==> config.mk <==
export PLATFORM = sky130hd
export DESIGN_NAME = prm_edge_sweep_packer
export DESIGN_NICKNAME = d
export VERILOG_FILES = /design/src/rtl/prm_edge_sweep_packer.sv
export SDC_FILE = /design/constraint.sdc
export NUM_CORES = 1
export LEC_CHECK = 0
export CORE_ASPECT_RATIO = 2
export CORE_UTILIZATION = 30
export DETAILED_ROUTE_END_ITERATION = 16
export GPL_TIMING_DRIVEN = 0
export PLACE_DENSITY = 0.52
export SETUP_SLACK_MARGIN = 0.15
export SLEW_MARGIN = 20
export SYNTH_ARGS = -nofsm -noshare
export SYNTH_HDL_FRONTEND = slang
export SYNTH_SLANG_ARGS = --single-unit
==> constraint.sdc <==
create_clock -name clk -period 3.3 [get_ports clk]
set_clock_uncertainty 0.15 [all_clocks]
set_input_delay 0.99 -clock clk [delete_from_list [all_inputs] [get_ports clk]]
set_output_delay 0.99 -clock clk [all_outputs]
set_load 0.005 [all_outputs]
==> src/rtl/prm_edge_sweep_packer.sv <==
// Sweeps a range of checker codes, samples edge_mask per code and
// packs the results LSB-first into words on a valid/ready stream.
module prm_edge_sweep_packer #(
    parameter int WORD_W = 32,
    parameter int CODE_W = 15,
    parameter int CNT_W  = 15
) (
    input  logic              clk,
    input  logic              rst_n,
    input  logic              start,
    input  logic [CODE_W-1:0] base_code,
    input  logic [CNT_W-1:0]  edge_count,
    output logic [CODE_W-1:0] chk_code,
    input  logic              chk_mask,
    output logic [WORD_W-1:0] word_data,
    output logic              word_valid,
    output logic              word_last,
    input  logic              word_ready,
    output logic [CNT_W:0]    hit_count,
    output logic              busy,
    output logic              done
);

    localparam int BP_W = $clog2(WORD_W);
    localparam int HC_W = CNT_W + 1;

    typedef enum logic [1:0] {IDLE, SWEEP, FLUSH} state_t;

    state_t            state, state_nx;
    logic [CNT_W-1:0]  idx, cnt_r;
    logic [BP_W-1:0]   bit_pos;
    logic [WORD_W-1:0] packer, pk_nx;
    logic              is_last, complete, xfer, stall;
    logic              take, accept, fin;

    always_comb begin
        is_last  = (idx == cnt_r - CNT_W'(1));
        complete = (bit_pos == BP_W'(WORD_W - 1)) || is_last;
        xfer     = word_valid && word_ready;
        // a completing sample must not overwrite a word still on offer
        stall    = complete && word_valid && !word_ready;
        accept   = (state == IDLE) && start;
        take     = (state == SWEEP) && !stall;
        fin      = (state == FLUSH) && xfer && word_last;
        pk_nx    = packer;
        pk_nx[bit_pos] = chk_mask;
        state_nx = state;
        unique case (state)
            IDLE:    if (accept && edge_count != '0) state_nx = SWEEP;
            SWEEP:   if (take && is_last) state_nx = FLUSH;
            FLUSH:   if (fin) state_nx = IDLE;
            default: state_nx = IDLE;
        endcase
    end

    always_ff @(posedge clk or negedge rst_n) begin
        if (!rst_n) begin
            state <= IDLE;
        end else begin
            state <= state_nx;
        end
    end

    always_ff @(posedge clk or negedge rst_n) begin
        if (!rst_n) begin
            chk_code   <= '0;
            cnt_r      <= '0;
            idx        <= '0;
            bit_pos    <= '0;
            packer     <= '0;
            word_data  <= '0;
            word_valid <= 1'b0;
            word_last  <= 1'b0;
            hit_count  <= '0;
            done       <= 1'b0;
        end else begin
            done <= (accept && edge_count == '0) || fin;
            if (xfer) word_valid <= 1'b0;
            if (accept) begin
                chk_code  <= base_code;
                cnt_r     <= edge_count;
                idx       <= '0;
                bit_pos   <= '0;
                packer    <= '0;
                hit_count <= '0;
            end
            if (take) begin
                hit_count <= hit_count + HC_W'(chk_mask);
                if (complete) begin
                    word_data  <= pk_nx;
                    word_valid <= 1'b1;
                    word_last  <= is_last;
                    packer     <= '0;
                    bit_pos    <= '0;
                end else begin
                    packer  <= pk_nx;
                    bit_pos <= bit_pos + BP_W'(1);
                end
                if (!is_last) begin
                    idx      <= idx + CNT_W'(1);
                    chk_code <= chk_code + CODE_W'(1);
                end
            end
        end
    end

    assign busy = (state != IDLE);

endmodule

=== Word level (Yosys, flattened, before mapping) ===
Cells that the tools add are included.

* Register bits: 135
* Bits in latches: 0
* Bits in writable memories: 0
* Bits in read-only memories: 0
* Input bits: 35
* Output and inout bits: 67
* Memories kept: 0

* Add/subtract/negate cells: 5
* Multipliers: 0
* Div/mod/pow operators: 0
* Magnitude comparators: 2
* Equal/unequal tests: 7
* Shifts and indexed selects: 0
* Muxes and demuxes: 24
* Bitwise gates (word level): 0
* Reduce and logical (&&, ||, !) cells: 22

{| class="wikitable"
|+ Operators with widths
! kind !! number
|-
| 32-bit two-way mux || 3
|-
| 15-bit two-way mux || 6
|-
| 32-bit bitwise mux || 1
|-
| 16-bit two-way mux || 2
|-
| 15-bit by 1-bit adder with 15-bit output (second input constant) || 2
|-
| 16-bit by 1-bit adder with 16-bit output || 1
|-
| 15-bit equality test || 1
|-
| 15-bit zero test || 1
|-
| 5-bit two-way mux || 3
|-
| 15-bit nonzero test || 1
|-
| 15-bit by 1-bit subtractor with 15-bit output (second input constant) || 1
|-
| 1-bit logical AND || 11
|-
| 5-bit by 6-bit less-than comparator with 1-bit output (second input constant) || 1
|-
| 2-bit two-way mux || 3
|-
| 2-bit one-hot mux with 3 select lines || 1
|-
| 5-bit by 1-bit adder with 5-bit output (second input constant) || 1
|-
| 1-bit demux with 5-bit select || 1
|-
| 5-bit equality test (second input constant) || 1
|-
| 5-bit by 1-bit >= comparator with 1-bit output (second input constant) || 1
|-
| 1-bit two-way mux || 4
|-
| 2-bit by 1-bit != test with 1-bit output (second input constant) || 2
|-
| 2-bit nonzero test || 2
|-
| 3-bit AND reduction || 1
|-
| 2-bit by 1-bit equality test with 1-bit output (second input constant) || 1
|-
| other kinds (6) || 8
|}

=== Logic depth before layout (Yosys ltp) ===
Gate-level depths: netlist of run 1.

* Depth after elaboration: 10
* Gate-level depth with buffers: 12

=== Worst setup path after synthesis of run 1 ===
Ideal clock, no wire load.

* Kind: flip-flop to flip-flop
* Start point: register cnt_r[2]
* End point: register packer[17]
* Setup time: 0.121 ns
* Data arrival time: 2.701 ns
* Required time: 3.029 ns
* Slack: 0.328 ns
* Stages on the path, launching flop included: 11
* Cell sequence: dfrtp_1 clkbuf_1 or4_1 nor3_1 xnor2_1 nand4_1 a2111o_2 and3_1 buf_2 buf_2 a22o_1

* Cells in the longest elaborated chain, start to end: 8

{| class="wikitable"
|+ Ends and longest elaborated chain
! what !! line !! source
|-
| from (decl) || 30 || <nowiki>logic [CNT_W-1:0] idx, cnt_r;</nowiki>
|-
| from (signal assigned) || 81 || <nowiki>cnt_r <= edge_count;</nowiki>
|-
| 15-bit by 1-bit subtractor with 15-bit output (*) || 37 || <nowiki>is_last = (idx == cnt_r - CNT_W'(1));</nowiki>
|-
| 15-bit equality test (*) || 37 ||
|-
| 1-bit logical OR (*) || 38 || <nowiki>complete = (bit_pos == BP_W'(WORD_W - 1)) || is_last;</nowiki>
|-
| 1-bit logical AND (2 in a row) || 41 || <nowiki>stall = complete && word_valid && !word_ready;</nowiki>
|-
| 1-bit zero test || 43 || <nowiki>take = (state == SWEEP) && !stall;</nowiki>
|-
| 1-bit logical AND || 43 ||
|-
| 32-bit two-way mux or 2-bit nonzero test (tied branches) || - ||
|-
| to (signal assigned) || 96 || <nowiki>packer <= pk_nx;</nowiki>
|-
| to (decl) || 32 || <nowiki>logic [WORD_W-1:0] packer, pk_nx;</nowiki>
|}

Mark *: on every way between the ends. The rest lies on a longest branch, timed or not.
A chain may end at the register's enable or synchronous reset.

=== Worst setup path in the final report of run 1 ===
* Start point: register cnt_r[5]
* End point: register packer[24]

The elaborated chain is that of the path after synthesis.

==> results of run 1 <==
-- registers in the layout, indices dropped and copies added (netlist names) --
signal and count:
cnt_r 15, idx 15, hit_count 16, bit_pos 5, word_data 32, packer 32
done 1, word_valid 1, state 2, chk_code 15, word_last 1
-- worst max-delay path, delay by kind of cell (launching register included) --
| family | cells | cell delay, ns |
|---|---|---|
| AO/OA/AOI/OAI | 4 | 1.01 |
| buffers and inverters | 4 | 0.52 |
| flip-flops | 1 | 0.37 |
| AND/OR/NAND/NOR | 3 | 1.02 |
-- cells in the mapped netlist, drive strengths merged, types with 3 or more instances --
master,number
o211ai,4
o22ai,19
nor2,52
a21oi,26
xor2,6
nand2b,7
nor3b,6
nand4,7
ha,10
o32ai,3
nand2,144
a22o,18
nand3,15
a211oi,9
or3,4
and3,12
o21ai,92
mux2i,41
buf,19
a221o,3
nor3,19
xnor2,15
dfrtp,135
clkbuf,28
a21boi,5
nor4,12
a31oi,3
inv,36
nor2b,4
-- layout make-up --
class,instances,share of cell area (%)
tap,283,3.657
timing repair buffer,126,13.36
sequential,135,34.93
inverter,36,1.396
multi-input combinational,568,36.76
buffer,47,4.057
clock buffer,22,4.794
clock inverter,9,1.047
-- power groups by stage --
stage          clock [W]  combinational (W)  sequential [W]
2_1_floorplan          0            0.00165         0.00250
3_3_place_gp           0            0.00254         0.00261
3_5_place_dp           0            0.00257         0.00262
4_1_cts          0.00192            0.00277         0.00262
5_1_grt          0.00198            0.00323         0.00269
6_report         0.00188            0.00293         0.00261
-- metal layers --
metal / global-route usage [%] / vias up
li1: - / 3056
met1: 18.02 / 3114
met2: 37.93 / 106
met3: 3.108 / 47
met4: 9.733 / 0
met5: 0 / -
-- worst min path at each step --
stage	startpoint	end	slack [ns]	cells past startpoint
4_1_cts	state[0]$_DFFE_PN0P_	done$_DFF_PN0_	0.31	1
3_3_place_gp	state[0]$_DFFE_PN0P_	done$_DFF_PN0_	0.31	1
5_1_grt	state[0]$_DFFE_PN0P_	done$_DFF_PN0_	0.35	1
6_report	state[0]$_DFFE_PN0P_	done$_DFF_PN0_	0.31	1
3_5_place_dp	state[0]$_DFFE_PN0P_	done$_DFF_PN0_	0.31	1
2_1_floorplan	state[0]$_DFFE_PN0P_	done$_DFF_PN0_	0.29	1
-- what timing repair did --
action                                  4_1_cts  5_1_grt
cloned                                        2        3
hold buffers                                  0        0
setup buffers                                12        7
gates resized for setup                      59       73
endpoints found under the setup margin      114      115
pin swaps                                     5       15
-- cells in the final DEF, fill, tap and decap left out, drive strengths merged, types with 3 or more instances in the layout --
master           n
dfrtp          135
a21oi           26
a31oi            3
clkinv           6
nor2b            4
nor4            12
a22o            18
and3            12
inv             36
a21boi           5
nand2b           7
or3              4
nor3            19
xor2             6
nor3b            6
ha              10
o22ai           19
nor2            52
mux2i           41
o211ai           4
o32ai            3
o21ai           92
nand3           15
clkdlybuf4s50  100
nand4            7
buf             48
xnor2           15
clkbuf          47
a211oi           9
nand2          144
a221o            3
-- stage by stage --
stage	utilization [%]	area [µm²]	hold slack (ns)
2_1_floorplan	-	7107	0.2856
6_report	41.69	9683	0.3120
5_1_grt	41.69	9683	0.3495
4_1_cts	40.50	9407	0.3134
3_5_place_dp	36.61	8504	0.3105
3_3_place_gp	36.47	8472	0.3069
-- logic make-up (layout without fill, tap and decap cells) --
family	count (synthesis)	count (layout)	share of synthesized area, %
AND/OR/NAND/NOR	295	295	19.31
AO/OA/AOI/OAI	200	200	18.03
flip-flops	135	135	47.54
buffers and inverters	83	240	4.842
multiplexers	42	42	5.933
XOR/XNOR	21	21	2.588
adder cells (fa/ha/maj)	10	10	1.761
==> run summary, run 1 <==
In this run the biggest area consumer among cell types represents 47.54% of the synthesized area. TritonCTS built the clock tree. The sequential cells in the finished layout cover a total of 3382 µm². In this run the worst hold path is classified as flip-flop to flip-flop.

The yosys synthesis warning count was 0; the number of storage elements in the synthesis netlist was 135. For this run, the post-layout net count is 976. The initial utilization of the core area, before any placement, comes to 30.60%.

In this run, CTS created clock tree buffers numbering 17. The register-to-register setup slack was 0.1 ns. The uppermost layer routed was met4.

Highest clock rate: 0.3123 GHz. The worst-case reg-to-reg path depth is 11, and the count of filler cells inserted in the layout is 2279. Of the total power, the share spent switching nets is 36.43%. In this run the mean area of a mapped cell was 9.042 µm². The wire length per cell after detailed routing is 18.35 µm. STA classifies the critical path startpoint as a flip-flop.

The signal on the critical path passes through clkbuf_8, or4_4, nor4b_4, o211a_1, o221ai_4, a2111o_2, and3_4, buf_8, buf_12, buf_8, a22o_1. Data on the critical path arrives at its endpoint at 3.37 ns. The detailed router finished its first iteration with 248 violations. From synthesis to final layout, the design area changed by 36.25%. The number of distinct library cell variants in the gate-level netlist after synthesis is 62.

The clock group share of total power is 25.3%. The type of destination of the critical path is a flip-flop. The total area inside the core boundary comes to 23230 µm². Summing all multi-input logic gate instances after layout gives 3560 µm².

In this run the power spent charging and discharging nets is 0.002703 W. Once detail routing completed, the nets flagged for antenna violations numbered 0. The average via count per standard cell came out at 5.157. The number of antenna violations at the first check in global routing was 0.

For this run, the total global-route usage over all layers was measured as 18.89%. The tools report the worst setup path endpoint as packer[24]$_DFFE_PN0P_. The largest fanout of any net on the critical path came out at 5.

The number of synthesized flops with an enable pin works out to 0. Ranked by total cell area, the synthesized netlist is headed by sky130_fd_sc_hd__dfrtp_1 48%, sky130_fd_sc_hd__nand2_1 7.6%, sky130_fd_sc_hd__o21ai_0 6.3%. Final cycle utilization of the critical path: 97.04%. The via count of the first global-routing pass came out at 6440. The capturing point of the worst reg2reg path is packer[24]$_DFFE_PN0P_. The total power density per cell area came out at 766.2 nW/µm². Once detailed placement completed, the half-perimeter wirelength came to 16490 µm. Adding up every negative setup slack in the final design gives 0 ns. The logs give 0 for the max-cap violation count and 0.44 ns for the source-to-sink clock delay at the later pin of the worst-skew pair. 102 I/O pins were placed. The flow ran to the end, and the final reports show no timing, DRC or antenna violations. The biggest area contributor in the post-synthesis netlist is sky130_fd_sc_hd__dfrtp_1.

The tools report the launch point of the worst reg-to-reg path as cnt_r[5]$_DFFE_PN0P_. The share of total power dissipated in combinational logic is 39.4%. The routed wire length on met2 is 13480 µm, and the clock period minus final worst setup slack is 3.202 ns.

The final route contains 6323 vias. In this run the tightest slew margin relative to its limit is 56.45%. The final layout contains routed wiring with a total length of 22500 µm. Entering global routing, the biggest net connects 82 pins.

The run gives 0 as the final-report hold violation count. After clock tree synthesis, the clock-pin slew on the worst setup and hold paths is 0.06 ns. The post-route netlist has 13.47% of its cells at a drive strength greater than 1.

The tools report the met1 layer wirelength in the final routing as 7802 µm. The final max-slew violation count came out at 0. Across the VDD grid, the largest voltage drop is 0.4433 mV. The number of H-tree levels came out at 4. After detailed routing, the met3 layer carries 447 µm of wire. In this design, the critical path's most frequently occurring cell is sky130_fd_sc_hd__buf_8. The initialized floorplan defines 79 standard-cell rows. In this run the horizontal extent of the chip is 110.8 µm. The repair_antennas step left the layout with diodes totalling 0.

Counting every net in the synthesized netlist gives 831. For the pin with the worst max-slew slack, the measured transition is 0.6532 ns. The run gives 0 as the number of design rule violations left after detail routing. Routability-driven placement finished with a final weighted congestion of 0.8177. Before antenna repair, the detailed router went through 4 iterations. The critical path required time was 3.47 ns; the final worst slack was 0.09768 ns. Of all flip-flops after synthesis, the portion carrying an async set or reset was 100.0%.

The tree is rooted in a sky130_fd_sc_hd__clkbuf_16. Per report_power, the sequential group accounts for 35.2% of the total. The setup path with the least slack is of type flip-flop to flip-flop. The analysis attributes to cell leakage a power of 4.188 nW. Sequential elements use 47.54% of the synthesized area. The slowest cell on the critical path is sky130_fd_sc_hd__or4_4. The count of buffers inserted at the top-level ports works out to 101. Including well taps, the total number of placed cells is 1171. The number of instances in the synthesized netlist was 786; the height of the die was 219.7 µm.

For this run the aggregate overflow at the end of global routing stands at 0. Prior to clock tree synthesis, the placed netlist has a worst setup slack of -0.4644 ns. The run gives 2 as the buffer depth of the longest clock path. CTS saw 135 sinks. On the worst path, the slowest cell contributes a delay of 0.57 ns. The die covers 24350 µm².

For the post-layout instance count excluding filler cells, the log shows 1226. Setup repair after global routing could not meet its margin everywhere. The most critical setup path has its startpoint at cnt_r[5]$_DFFE_PN0P_. Setup violations remaining at the end of the flow were counted as 0. Flip-flop cell with the highest count after synthesis: sky130_fd_sc_hd__dfrtp_1. Cell internal power was estimated by the tool at 0.004717 W. The post-synthesis instance area was 7107 µm². The total power was 0.007420 W. The first global-routing pass estimated 35040 µm of wire.
Power figures use the tool's default switching activity.
==> inputs of run 2 (changes only) <==
--- a/config.mk
+++ b/config.mk
@@ -5,6 +5,7 @@
 export SDC_FILE = /design/constraint.sdc
 export NUM_CORES = 1
 export LEC_CHECK = 0
+export CAP_MARGIN = 20
 export CORE_ASPECT_RATIO = 2
 export CORE_UTILIZATION = 30
 export DETAILED_ROUTE_END_ITERATION = 16
==> results of run 2 <==
Final layout, timing and power as in run 1 (identical DEF).
